### config.mk
export PLATFORM = sky130hd
export DESIGN_NAME = patient_alert_arbiter
export DESIGN_NICKNAME = d
export VERILOG_FILES = /design/src/rtl/patient_alert_pkg.sv /design/src/rtl/alert_prio_enc.sv /design/src/rtl/patient_alert_arbiter.sv
export SDC_FILE = /design/constraint.sdc
export NUM_CORES = 1
export LEC_CHECK = 0
export CORE_UTILIZATION = 61
export DETAILED_ROUTE_END_ITERATION = 7
export PLACE_DENSITY = 0.83
export SLEW_MARGIN = 20
export SYNTH_ARGS = -nofsm -noshare
export SYNTH_HDL_FRONTEND = slang
export SYNTH_SLANG_ARGS = --single-unit
### constraint.sdc
create_clock -name clk -period 2.6 [get_ports clk]
set_clock_uncertainty 0.1 [all_clocks]
set_input_delay 0.26 -clock clk [delete_from_list [all_inputs] [get_ports clk]]
set_output_delay 0.26 -clock clk [all_outputs]
set_load 0.05 [all_outputs]
### src/rtl/patient_alert_pkg.sv
// Shared constants, alert codes, FSM state type and mask helpers for the patient alert arbiter.
package patient_alert_pkg;

    localparam int unsigned NUM_SRC = 5;
    localparam int unsigned CODE_W  = 3;

    localparam logic [CODE_W-1:0] CODE_NONE    = 3'd0;
    localparam logic [CODE_W-1:0] CODE_FALL    = 3'd1;
    localparam logic [CODE_W-1:0] CODE_BPM     = 3'd2;
    localparam logic [CODE_W-1:0] CODE_TEMP_HI = 3'd3;
    localparam logic [CODE_W-1:0] CODE_TEMP_LO = 3'd4;
    localparam logic [CODE_W-1:0] CODE_MED     = 3'd5;

    localparam int unsigned SRC_FALL    = 0;
    localparam int unsigned SRC_BPM     = 1;
    localparam int unsigned SRC_TEMP_HI = 2;
    localparam int unsigned SRC_TEMP_LO = 3;
    localparam int unsigned SRC_MED     = 4;

    typedef enum logic [1:0] {
        IDLE    = 2'd0,
        ALERT   = 2'd1,
        HOLDOFF = 2'd2
    } state_t;

    // One-hot pending bit belonging to an alert code.
    function automatic logic [NUM_SRC-1:0] code_bit(input logic [CODE_W-1:0] code);
        logic [NUM_SRC-1:0] m;
        m = '0;
        case (code)
            CODE_FALL:    m[SRC_FALL]    = 1'b1;
            CODE_BPM:     m[SRC_BPM]     = 1'b1;
            CODE_TEMP_HI: m[SRC_TEMP_HI] = 1'b1;
            CODE_TEMP_LO: m[SRC_TEMP_LO] = 1'b1;
            CODE_MED:     m[SRC_MED]     = 1'b1;
            default:      m              = '0;
        endcase
        return m;
    endfunction

    // Pending bits that outrank the given code (lower bit index wins).
    function automatic logic [NUM_SRC-1:0] higher_mask(input logic [CODE_W-1:0] code);
        logic [NUM_SRC-1:0] m;
        m = '0;
        case (code)
            CODE_BPM:     m = 5'b00001;
            CODE_TEMP_HI: m = 5'b00011;
            CODE_TEMP_LO: m = 5'b00111;
            CODE_MED:     m = 5'b01111;
            default:      m = '0;
        endcase
        return m;
    endfunction

endpackage

### src/rtl/alert_prio_enc.sv
// Fixed-priority encoder: lowest set pending bit to alert code plus valid flag.
module alert_prio_enc
    import patient_alert_pkg::*;
(
    input  logic [NUM_SRC-1:0] i_pending,
    output logic [CODE_W-1:0]  o_code_c,
    output logic               o_valid_c
);

    // Fall outranks bpm, then temp_high, temp_low, medicine.
    always_comb begin
        o_code_c  = CODE_NONE;
        o_valid_c = 1'b0;
        if (i_pending[SRC_FALL]) begin
            o_code_c  = CODE_FALL;
            o_valid_c = 1'b1;
        end else if (i_pending[SRC_BPM]) begin
            o_code_c  = CODE_BPM;
            o_valid_c = 1'b1;
        end else if (i_pending[SRC_TEMP_HI]) begin
            o_code_c  = CODE_TEMP_HI;
            o_valid_c = 1'b1;
        end else if (i_pending[SRC_TEMP_LO]) begin
            o_code_c  = CODE_TEMP_LO;
            o_valid_c = 1'b1;
        end else if (i_pending[SRC_MED]) begin
            o_code_c  = CODE_MED;
            o_valid_c = 1'b1;
        end
    end

endmodule

### src/rtl/patient_alert_arbiter.sv
// Shares one caregiver alert channel among the patient monitors: edge-latches
// requests, serves them in fixed priority, waits for ack, escalates on timeout.
module patient_alert_arbiter
    import patient_alert_pkg::*;
#(
    parameter int unsigned ESC_CYCLES     = 30_000_000,
    parameter int unsigned HOLDOFF_CYCLES = 1000,
    parameter int unsigned BEEP_HALF      = 500_000
) (
    input  logic               clk,
    input  logic               reset,
    input  logic               fall_alarm,
    input  logic               bpm_abnormal,
    input  logic               temp_high,
    input  logic               temp_low,
    input  logic               medicine_reminder,
    input  logic               ack,
    output logic               alert_active,
    output logic [CODE_W-1:0]  alert_code,
    output logic               buzzer,
    output logic               escalate,
    output logic [NUM_SRC-1:0] pending
);

    localparam int unsigned MAX_A = (ESC_CYCLES > HOLDOFF_CYCLES) ? ESC_CYCLES : HOLDOFF_CYCLES;
    localparam int unsigned MAX_P = (MAX_A > BEEP_HALF) ? MAX_A : BEEP_HALF;
    localparam int unsigned CNT_W = (MAX_P > 2) ? $clog2(MAX_P) : 1;

    localparam logic [CNT_W-1:0] ESC_LAST  = CNT_W'(ESC_CYCLES - 1);
    localparam logic [CNT_W-1:0] HOLD_LAST = CNT_W'(HOLDOFF_CYCLES - 1);
    localparam logic [CNT_W-1:0] BEEP_LAST = CNT_W'(BEEP_HALF - 1);

    state_t             r_state;
    state_t             w_state_nxt;
    logic [NUM_SRC-1:0] r_prev;
    logic [NUM_SRC-1:0] r_pending;
    logic [CODE_W-1:0]  r_code;
    logic               r_active;
    logic               r_buzzer;
    logic               r_escalate;
    logic [CNT_W-1:0]   r_wait;
    logic [CNT_W-1:0]   r_hold;
    logic [CNT_W-1:0]   r_beep;

    logic [NUM_SRC-1:0] w_src;
    logic [NUM_SRC-1:0] w_rise;
    logic [NUM_SRC-1:0] w_clr;
    logic [NUM_SRC-1:0] w_pending_nxt;
    logic [NUM_SRC-1:0] w_hi_pending;
    logic [CODE_W-1:0]  w_top_code;
    logic               w_top_valid;
    logic [CODE_W-1:0]  w_hi_code;
    logic               w_hi_valid;
    logic [CODE_W-1:0]  w_code_nxt;
    logic               w_active_nxt;
    logic               w_buzzer_nxt;
    logic               w_esc_nxt;
    logic [CNT_W-1:0]   w_wait_nxt;
    logic [CNT_W-1:0]   w_hold_nxt;
    logic [CNT_W-1:0]   w_beep_nxt;

    assign w_src[SRC_FALL]    = fall_alarm;
    assign w_src[SRC_BPM]     = bpm_abnormal;
    assign w_src[SRC_TEMP_HI] = temp_high;
    assign w_src[SRC_TEMP_LO] = temp_low;
    assign w_src[SRC_MED]     = medicine_reminder;

    // Rising edge per source; previous value is 0 out of reset so a held level counts once.
    assign w_rise        = w_src & ~r_prev;
    // A new edge on the served source beats its own acknowledge.
    assign w_pending_nxt = (r_pending & ~w_clr) | w_rise;
    assign w_hi_pending  = r_pending & higher_mask(r_code);

    // Highest-priority request overall, for serving from IDLE.
    alert_prio_enc u_enc_top (
        .i_pending (r_pending),
        .o_code_c  (w_top_code),
        .o_valid_c (w_top_valid)
    );

    // Highest request that outranks the one on display, for preemption.
    alert_prio_enc u_enc_hi (
        .i_pending (w_hi_pending),
        .o_code_c  (w_hi_code),
        .o_valid_c (w_hi_valid)
    );

    // FSM state register.
    always_ff @(posedge clk or negedge reset) begin
        if (!reset) begin
            r_state <= IDLE;
        end else begin
            r_state <= w_state_nxt;
        end
    end

    // Next-state, counter and output decode.
    always_comb begin
        w_state_nxt  = r_state;
        w_code_nxt   = r_code;
        w_active_nxt = r_active;
        w_buzzer_nxt = r_buzzer;
        w_esc_nxt    = r_escalate;
        w_wait_nxt   = r_wait;
        w_hold_nxt   = r_hold;
        w_beep_nxt   = r_beep;
        w_clr        = '0;
        case (r_state)
            IDLE: begin
                if (w_top_valid) begin
                    w_state_nxt  = ALERT;
                    w_code_nxt   = w_top_code;
                    w_active_nxt = 1'b1;
                    w_buzzer_nxt = 1'b1;
                    w_esc_nxt    = 1'b0;
                    w_wait_nxt   = '0;
                    w_beep_nxt   = '0;
                end
            end
            ALERT: begin
                if (ack) begin
                    w_state_nxt  = HOLDOFF;
                    w_clr        = code_bit(r_code);
                    w_code_nxt   = CODE_NONE;
                    w_active_nxt = 1'b0;
                    w_buzzer_nxt = 1'b0;
                    w_esc_nxt    = 1'b0;
                    w_hold_nxt   = '0;
                end else if (w_hi_valid) begin
                    // Preempted request stays pending; the new one restarts its timers.
                    w_code_nxt   = w_hi_code;
                    w_esc_nxt    = 1'b0;
                    w_wait_nxt   = '0;
                    w_buzzer_nxt = 1'b1;
                    w_beep_nxt   = '0;
                end else begin
                    if (r_wait == ESC_LAST) begin
                        w_esc_nxt = 1'b1;
                    end else begin
                        w_wait_nxt = r_wait + CNT_W'(1);
                    end
                    if (w_esc_nxt) begin
                        w_buzzer_nxt = 1'b1;
                    end else if (r_beep == BEEP_LAST) begin
                        w_buzzer_nxt = ~r_buzzer;
                        w_beep_nxt   = '0;
                    end else begin
                        w_beep_nxt = r_beep + CNT_W'(1);
                    end
                end
            end
            HOLDOFF: begin
                if (r_hold == HOLD_LAST) begin
                    w_state_nxt = IDLE;
                    w_hold_nxt  = '0;
                end else begin
                    w_hold_nxt = r_hold + CNT_W'(1);
                end
            end
            default: begin
                w_state_nxt  = IDLE;
                w_code_nxt   = CODE_NONE;
                w_active_nxt = 1'b0;
                w_buzzer_nxt = 1'b0;
                w_esc_nxt    = 1'b0;
            end
        endcase
    end

    // Datapath registers: edge history, pending requests, counters and outputs.
    always_ff @(posedge clk or negedge reset) begin
        if (!reset) begin
            r_prev     <= '0;
            r_pending  <= '0;
            r_code     <= CODE_NONE;
            r_active   <= 1'b0;
            r_buzzer   <= 1'b0;
            r_escalate <= 1'b0;
            r_wait     <= '0;
            r_hold     <= '0;
            r_beep     <= '0;
        end else begin
            r_prev     <= w_src;
            r_pending  <= w_pending_nxt;
            r_code     <= w_code_nxt;
            r_active   <= w_active_nxt;
            r_buzzer   <= w_buzzer_nxt;
            r_escalate <= w_esc_nxt;
            r_wait     <= w_wait_nxt;
            r_hold     <= w_hold_nxt;
            r_beep     <= w_beep_nxt;
        end
    end

    assign alert_active = r_active;
    assign alert_code   = r_code;
    assign buzzer       = r_buzzer;
    assign escalate     = r_escalate;
    assign pending      = r_pending;

endmodule

# After elaboration in Yosys (flattened, before gate mapping)
# Index checks and enable logic that the tools add are counted.
[classes] add_sub_neg=3 n_eq_ne=18 mux=65 bitwise_logic=8 n_reduce_logical=11
[op_table] cell="25-bit 2-to-1 mux" count=10
[op_table] cell="25-bit one-hot mux with 2 select lines" count=3
[op_table] cell="25-bit by 1-bit adder with 25-bit output, second input constant" count=3
[op_table] cell="3-bit 2-to-1 mux" count=13
[op_table] cell="1-bit 2-to-1 mux" count=28
[op_table] cell="25-bit by 10-bit == test with 1-bit output, second input constant" count=1
[op_table] cell="25-bit by 19-bit == test with 1-bit output, second input constant" count=1
[op_table] cell="25-bit == test, second input constant" count=1
[op_table] cell="4-bit one-hot mux with 4 select lines" count=1
[op_table] cell="5-bit bitwise AND" count=3
[op_table] cell="3-bit AND reduction" count=4
[op_table] cell="5-bit 2-to-1 mux" count=2
[op_table] cell="5-bit NOT" count=2
[op_table] cell="3-bit by 2-bit inequality test with 1-bit output, second input constant" count=3
[op_table] cell="1-bit one-hot mux with 3 select lines" count=3
[op_table] cell="3-bit one-hot mux with 3 select lines" count=1
[op_table] cell="4-bit AND reduction" count=2
[op_table] cell="3-bit by 2-bit == test with 1-bit output, second input constant" count=2
[op_table] cell="3-bit == test, second input constant" count=2
[op_table] cell="2-bit 2-to-1 mux" count=3
[op_table] cell="2-bit inequality test, second input constant" count=3
[op_table] cell="2-bit one-hot mux with 3 select lines" count=1
[op_table] cell="5-bit by 4-bit inequality test with 1-bit output, second input constant" count=1
[op_table] cell="5-bit OR" count=1
[op_table] cell="8 further kinds" count=11
[totals] ff_bits=93 output_inout_bits=11 elab_cells=115

# Logic depth before layout (Yosys ltp)
# Gate-level depths: netlist of the first run.
[logic_depth] word_depth=15 depth_mapped=10

# Cells and area by module
# From an unflattened synthesis of the first run, not the netlist that was laid out.
[unflattened] cells_unflattened=581 hier_area_um2=5034.8
[by_module_without_submodules] module="patient_alert_arbiter" instances=1 cells_each=563 area_per_inst_um2=4937.2
[by_module_without_submodules] module="alert_prio_enc" instances=2 cells_each=9 area_per_inst_um2=48.8

# Least setup slack after synthesis of the first run
# OpenSTA, ideal clock, no wires.
[synth_timing] path_type="register to register" from="reg r_pending[0] (netlist: pending[0])" to="reg r_beep[4]" setup_ns=0.083 arrival_ns=2.339 t_required_ns=2.417 slack_ns=0.078 path_stages_with_launch=9 n_path_buf=2 synth_period_minus_slack_ns=2.522 cell_sequence="dfrtp_1 -> nor3_1 -> and3_4 -> or3_1 -> buf_2 -> a21o_4 -> buf_6 -> or4_1 -> o21ai_0"
[synth_via] elab_chain_cells=5 word_cells_on_any_way=9 cone_classes="eq/ne (2); mux (5); bitwise (1); reduce/logical (1)"
[synth_rtl] element="from (decl)" line="patient_alert_arbiter.sv:36" source="logic [NUM_SRC-1:0] r_pending;"
[synth_rtl] element="from (signal assigned)" line="patient_alert_arbiter.sv:184" source="r_pending <= w_pending_nxt;"
[synth_rtl] element="5-bit bitwise AND" line="patient_alert_arbiter.sv:72" source="assign w_hi_pending = r_pending & higher_mask(r_code);"
[synth_rtl] element="1-bit 2-to-1 mux" line="alert_prio_enc.sv:14" source="if (i_pending[SRC_FALL]) begin"
[synth_rtl] element="25-bit 2-to-1 mux" line="patient_alert_arbiter.sv:129" source="end else if (w_hi_valid) begin"
[synth_rtl] element="25-bit 2-to-1 mux" line="patient_alert_arbiter.sv:121" source="if (ack) begin"
[synth_rtl] element="25-bit one-hot mux with 2 select lines" line="patient_alert_arbiter.sv:108" source="case (r_state)"
[synth_rtl] element="to (signal assigned)" line="patient_alert_arbiter.sv:191" source="r_beep <= w_beep_nxt;"
[synth_rtl] element="to (decl)" line="patient_alert_arbiter.sv:43" source="logic [CNT_W-1:0] r_beep;"
# Parallel ways exist; a longest one is shown, timed or not. The select of a mux whose other input is x is not followed.
# A chain may end at the register's enable or synchronous reset.

# Worst setup path after layout of the first run
[layout_timing] from="reg r_wait[4]" to="reg r_wait[21]"
[layout_via] elab_chain_cells=5 word_cells_on_any_way=8 cone_classes="add/sub (1); eq/ne (2); mux (4); reduce/logical (1)"
[layout_rtl] element="from (decl)" line="patient_alert_arbiter.sv:41" source="logic [CNT_W-1:0] r_wait;"
[layout_rtl] element="from (signal assigned)" line="patient_alert_arbiter.sv:189" source="r_wait <= w_wait_nxt;"
[layout_rtl] element="25-bit by 1-bit adder with 25-bit output" line="patient_alert_arbiter.sv:140" source="w_wait_nxt = r_wait + CNT_W'(1);"
[layout_rtl] element="25-bit 2-to-1 mux" line="patient_alert_arbiter.sv:137" source="if (r_wait == ESC_LAST) begin"
[layout_rtl] element="25-bit 2-to-1 mux" line="patient_alert_arbiter.sv:129"
[layout_rtl] element="25-bit 2-to-1 mux" line="patient_alert_arbiter.sv:121"
[layout_rtl] element="25-bit one-hot mux with 2 select lines" line="patient_alert_arbiter.sv:108"
# Parallel ways exist; a longest one is shown, timed or not. The select of a mux whose other input is x is not followed.

==> results of run 1 <==
[worst max-delay path, stage by stage (launching register included)]
cell and delay [ns]:
dfrtp_1 0.42, nand3_1 0.15, nor3_1 0.59, nand3_1 0.26, a2111oi_0 0.61, xnor2_1 0.19
nor2_1 0.05
[cell usage in the layout (no fill, tap or decap), types with 12 or more instances in the layout]
cell type        count
nand3_1             24
buf_4               26
nor2_1              47
xor2_1              14
clkdlybuf4s50_1     17
nand2_1             53
a31oi_1             20
and3_1              20
o31ai_1             19
inv_1               14
a21oi_1             30
or4_1               12
dfrtp_1             93
nand4_1             18
o21ai_0             49
[cell type report]
cell class / count / area [um^2]
Clock inverter: 7 / 80.1
Fill cell: 599 / 2200
Multi-Input combinational cell: 422 / 2520
Clock buffer: 9 / 124
Sequential cell: 93 / 2330
Inverter: 14 / 52.6
Tap cell: 102 / 128
Timing Repair Buffer: 44 / 375
[layer usage]
layer  GRT usage [%]  vias up  wire length, um
met5               0        -                0
met4            12.0        0              208
met3            3.86       24              695
met2            47.5      193             5540
met1            39.6     2210             5170
li1                -     2123                -
[cells by family (layout without fill, tap and decap cells)]
| family | count (synthesis) | count (layout) |
|---|---|---|
| simple gates | 245 | 245 |
| compound gates | 153 | 153 |
| flops | 93 | 93 |
| buf+inv | 32 | 74 |
| xor+xnor | 21 | 21 |
| fa+ha+maj | 3 | 3 |
[sequential cells by signal, indices dropped and copies added, names as in the netlist]
name and count:
r_wait 25, r_beep 25, alert_active 1, alert_code 3, pending 5, r_state 2, r_hold 25, escalate 1
buzzer 1, r_prev 5
[final timing paths]
path / from / end / depth (start not counted)
worst min register to register: r_prev[1]$_DFF_PN0_ / pending[1]$_DFF_PN0_ / 1
min in group asynchronous: reset / r_wait[17]$_DFFE_PN0P_ / 2
max in group asynchronous: reset / r_hold[13]$_DFFE_PN0P_ / 3
worst min-delay path: fall_alarm / r_prev[0]$_DFF_PN0_ / 1
worst max register to register: r_wait[4]$_DFFE_PN0P_ / r_wait[21]$_DFFE_PN0P_ / 6
worst max-delay path: r_wait[4]$_DFFE_PN0P_ / r_wait[21]$_DFFE_PN0P_ / 6
[synthesized netlist by cell type, types with 2 or more instances]
cell	n	area share [%]
nand2b_1	6	0.75
nor4_1	7	0.88
buf_2	6	0.60
o31a_1	2	0.35
o21ai_0	49	4.9
dfrtp_1	93	47
o41ai_1	5	0.88
or2_2	2	0.25
or3_1	4	0.50
nand2_1	53	4.0
ha_1	3	0.75
nand3_1	24	2.4
and4_1	11	1.9
nand4_1	18	2.3
and3_1	20	2.5
a2111oi_0	3	0.53
inv_1	14	1.1
a22o_1	4	0.70
o31ai_1	19	2.9
nor3b_1	2	0.30
xnor2_1	7	1.2
a211oi_1	3	0.45
nor3_1	11	1.1
o22ai_1	3	0.38
clkbuf_1	9	0.68
a21oi_1	30	3.0
a21o_1	4	0.60
a31oi_1	20	2.5
nor4b_1	4	0.70
buf_6	2	0.45
xor2_1	14	2.5
and2_1	11	1.4
or4_1	12	1.8
nor2b_1	5	0.63
nor2_1	47	3.5
[power groups by stage]
stage               registers (uW)  logic (uW)  clock network [uW]
floorplan                     1880         991                   0
global placement              1770        1650                   0
finish                        1750        1720                1020
CTS                           1750        1710                1030
global route                  1780        1890                1080
detailed placement            1770        1690                   0
[metrics by stage]
stage          hold slack (ns)  std cells
2_1_floorplan           -0.136        547
3_3_place_gp             0.303        674
3_5_place_dp             0.311        674
4_1_cts                  0.237        691
5_1_grt                  0.237        691
6_report                 0.246        691
[repair_timing]
item                                    in CTS  in global routing
hold endpoints to repair                    66                  0
hold buffers                                 1                  0
endpoints found under the setup margin       0                  9
gates resized for setup                      0                  3
==> impl_metrics.toml, run 1 <==
[worst_setup_path]
crit_path_end_kind = "flop"
path_class = "flop to flop"
critical_path.max_fanout = 5
cp.arrival_ns = 2.64
cp-start-kind = "flop"
cp.required_ns = 2.77
rrSetupSlack_ns = 0.13

[grt]
grt_overflow = 0
grt_usage_pct = 29.2
grt_pass1_wl_um = 19800
grt_max_degree = 69
grt_pass1_vias = 4301
antenna_found_initial = 0

[timing]
final-hold-violation-count = 0
fin_ws_ns = 0.130
grt_setup_unrepaired = "false"
fin_crit_sh_pct = 95.0
drv_slew = 0
finalCriticalPeriod_ns = 2.47
max_slew_margin_pct = 42.1
setup_violations = 0
tightest_slew_ns = 0.868
fin_setup_tns_ns = 0
max_freq_mhz = 405

[cells_and_area]
fin_nets = 595
areaGrowthSynthToFinish_pct = 12.6
drive_gt1_share_pct = 9.00
final_util_pct = 71.9
design_area_um2 = 5610
antenna_cells = 0

[power]
vdd_drop_max_v = 0.000603
power.density_nw_per_um2 = 802
pwr-share-clk_pct = 22.7
power_leakage_uw = 0.00236
fin_total_pwr_uw = 4500
p_int_uw = 2650
power_frac_comb_pct = 38.3
pwr-share-seq_pct = 39.0
switching_share_pct = 41.1
power.switching_uw = 1850

[logic_synthesis]
synth.distinct_cells = 55
syn_nets = 558
async_flop_share_pct = 100
synth_edf_count = 0
synth_top_family_by_area = "simple AND/OR/NAND/NOR gates"
ys_warn_count = 0
synth_compound_area_share_pct = 19.4
synth.area.mux_share_pct = 0
synthAdderAreaFrac_pct = 0.753
yosys.area_share.simple_pct = 26.5
ys_seq_elements = 93
syn_area_um2 = 4980
ys_seq_area_share_pct = 46.7
synth_xor_area_share_pct = 3.69
avgSynthCellArea_um2 = 9.11
synth_ff_type = "dfrtp_1"
synth_cells = 547

[route]
drtIter0Drc = 448
drc = 0
vias = 4550
avgViaCountPerCell = 6.58
wirelength_um = 11600
wl_per_cell_um = 16.8
ant_nets = 0
firstDrtPassIters = 5

[cts]
htreeDepth = 3
cts_tree = "built"
cts.sinks = 93
clock_path_buffers = 2
clk_pin_slew_worst_paths_ns = 0.09
cts_made_buffers = 9
post-cts-setup-buffers = 0
insertion_delay_ns = 0.38
root_buffer = "clkbuf_8"

[placement]
place_congestion = 0.859
place_ws_ns = 0.0352
dpl.hpwl_um = 8170
portBuffers = 18
placed_area_um2 = 5380

[floorplan]
rows = 32
die_area_um2 = 8530
core_um2 = 7810
ios = 19
die_h_um = 92.4
die_w_um = 92.4
start_util_pct = 63.8

[min_path]
hold_class = "input pin to flop"

[run_status]
outcome = "finished, final reports clean"

[run]
drv_cap = 0
No activity file was read; power rests on OpenSTA's default activity.
==> run 2, diff against run 1 <==
- CORE_UTILIZATION: 61 -> 55
- PLACE_DENSITY: 0.83 -> 0.79
- clock period: 2.6 -> 2.15 ns (I/O delays scaled with it)
==> impl_metrics.toml, run 2 (synthesis results as in run 1) <==
[route]
firstDrtPassIters = 6
wl_per_cell_um = 21.3
dr_wl_met3_um = 1530
vias = 5375
drc = 0
wirelength_um = 16700
drtIter0Drc = 403
avgViaCountPerCell = 6.87
ant_nets = 0
wl_met1_um = 6070
wl_met2_um = 8130
top_layer = "met4"

[worst_setup_path]
cp-start-kind = "flop"
worstReg2RegStart = "r_beep[10]$_DFFE_PN0P_"
cpMostUsedCell = "and4_1"
path_cells = "and4_1, and4_1, nand4_1, or4_4, a21oi_2"
cp.arrival_ns = 2.54
critical_path.max_fanout = 7
crit_path_top_delay_cell = "dfrtp_1"
r2r-end = "r_beep[18]$_DFFE_PN0P_"
slowest_delay_ns = 0.53
worstRegToRegCells = 5
rrSetupSlack_ns = -0.19
path_class = "flop to flop"
cp.required_ns = 2.35
crit_start = "r_beep[10]$_DFFE_PN0P_"
crit_path_end_kind = "flop"

[cts]
htreeDepth = 3
clock_path_buffers = 2
root_buffer = "clkbuf_8"
cts_made_buffers = 9
cts.sinks = 93
cts_tree = "built"
clk_pin_slew_worst_paths_ns = 0.11
insertion_delay_ns = 0.39

[cells_and_area]
antenna_cells = 0
mostFrequentLayoutCells = "dfrtp_1, buf_4, nand2_1, nor2_1, buf_6"
fillerInstances = 512
multi_input_comb_area_um2 = 3090
drive_gt1_share_pct = 36.4
reg_top3 = "r_beep: 25 flops, r_hold: 25 flops, r_wait: 25 flops"
final_common_cell = "dfrtp_1"
fin_nets = 680
design_area_um2 = 6980
layout.area.seq_um2 = 2340
areaGrowthSynthToFinish_pct = 40.1

[floorplan]
die_area_um2 = 9440
die_h_um = 97.2
rows = 34
die_w_um = 97.2
ios = 19
core_um2 = 8760
start_util_pct = 56.9

[min_path]
hold_class = "input pin to asynchronous set/reset pin"

[grt]
grt_pass1_wl_um = 24700
grt_usage_pct = 32.3
grt_max_degree = 47
grt_overflow = 0
antenna_found_initial = 0
grt_pass1_vias = 5118

[run_status]
violations = "negative setup slack"
outcome = "complete, but fails checks"

[placement]
placed_area_um2 = 5930
portBuffers = 18
place_congestion = 0.912
dpl.hpwl_um = 9140

[timing]
finalCriticalPeriod_ns = 2.34
final-hold-violation-count = 0
worst_hold_slack_ns = 0.195
drv_slew = 0
tightest_slew_ns = 0.505
fin_setup_tns_ns = -4.54
grt_setup_unrepaired = "true"
max_slew_margin_pct = 66.2
setup_violations = 51
fin_ws_ns = -0.190
max_freq_mhz = 427
fin_crit_sh_pct = 109

[power]
power_leakage_uw = 0.00293
power_frac_comb_pct = 56.2
p_int_uw = 4270
switching_share_pct = 42.2
vdd_drop_max_v = 0.00105
pwr-share-seq_pct = 28.5
pwr-share-clk_pct = 15.3
power.density_nw_per_um2 = 1060
power.switching_uw = 3110

[run]
drv_cap = 0
## run 2: critical path: cells and delay by family (launching register included)
family | cells | cell delay, ns
simple gates | 4 | 1.45
flops | 1 | 0.53
compound gates | 1 | 0.18
## run 2: cell type report
type,instances,area share (%)
well taps,108,1.94
flip-flops and latches,93,33.5
multi-input cells,424,44.2
repair buffers,127,16.8
clock buffers,10,1.97
clock inverters,6,0.681
inverters,14,0.825
## run 2: worst max path at each step
stage                     depth (start not counted)                endpoint  slack, ns
after floorplan                                   7  r_beep[18]$_DFFE_PN0P_      -0.12
after global placement                            7  r_wait[20]$_DFFE_PN0P_      -0.18
after detailed placement                          7  r_wait[24]$_DFFE_PN0P_      -0.25
after CTS                                         7  r_beep[22]$_DFFE_PN0P_      -0.13
after global routing                              9   r_beep[3]$_DFFE_PN0P_      -0.27
final                                             5  r_beep[18]$_DFFE_PN0P_      -0.19
## run 2: power groups by stage
stage          Combinational, uW  Clock, uW  Sequential, uW
4_1_cts                     3430       1120            2080
5_1_grt                     4330       1200            2130
2_1_floorplan               1390          0            2290
3_5_place_dp                2680          0            2110
6_report                    4140       1130            2110
3_3_place_gp                2580          0            2100
## run 2: metal layers
| metal | track usage (%) | vias to the layer above |
|---|---|---|
| li1 | - | 2307 |
| met1 | 41.0 | 2584 |
| met2 | 54.0 | 373 |
| met3 | 5.90 | 111 |
| met4 | 14.5 | 0 |
| met5 | 0 | - |
## run 2: through the flow
stage / std cells / power (uW) / utilization (%) / setup slack, ns
final: 782 / 7380 / 79.7 / -0.190
after global routing: 782 / 7670 / 79.7 / -0.269
after CTS: 775 / 6630 / 75.5 / -0.132
after detailed placement: 737 / 4800 / 67.7 / -0.252
after global placement: 737 / 4690 / 67.7 / -0.182
after floorplan: 547 / 3670 / - / -0.122
## run 2: timing repair
item / CTS / global route
buffers inserted: 19 / 7
setup endpoints to repair: 47 / 75
pin swaps: 32 / 52
cloned: 4 / 0
hold buffers: 1 / 0
endpoints found under the hold margin: 30 / 0
resized for setup: 78 / 89
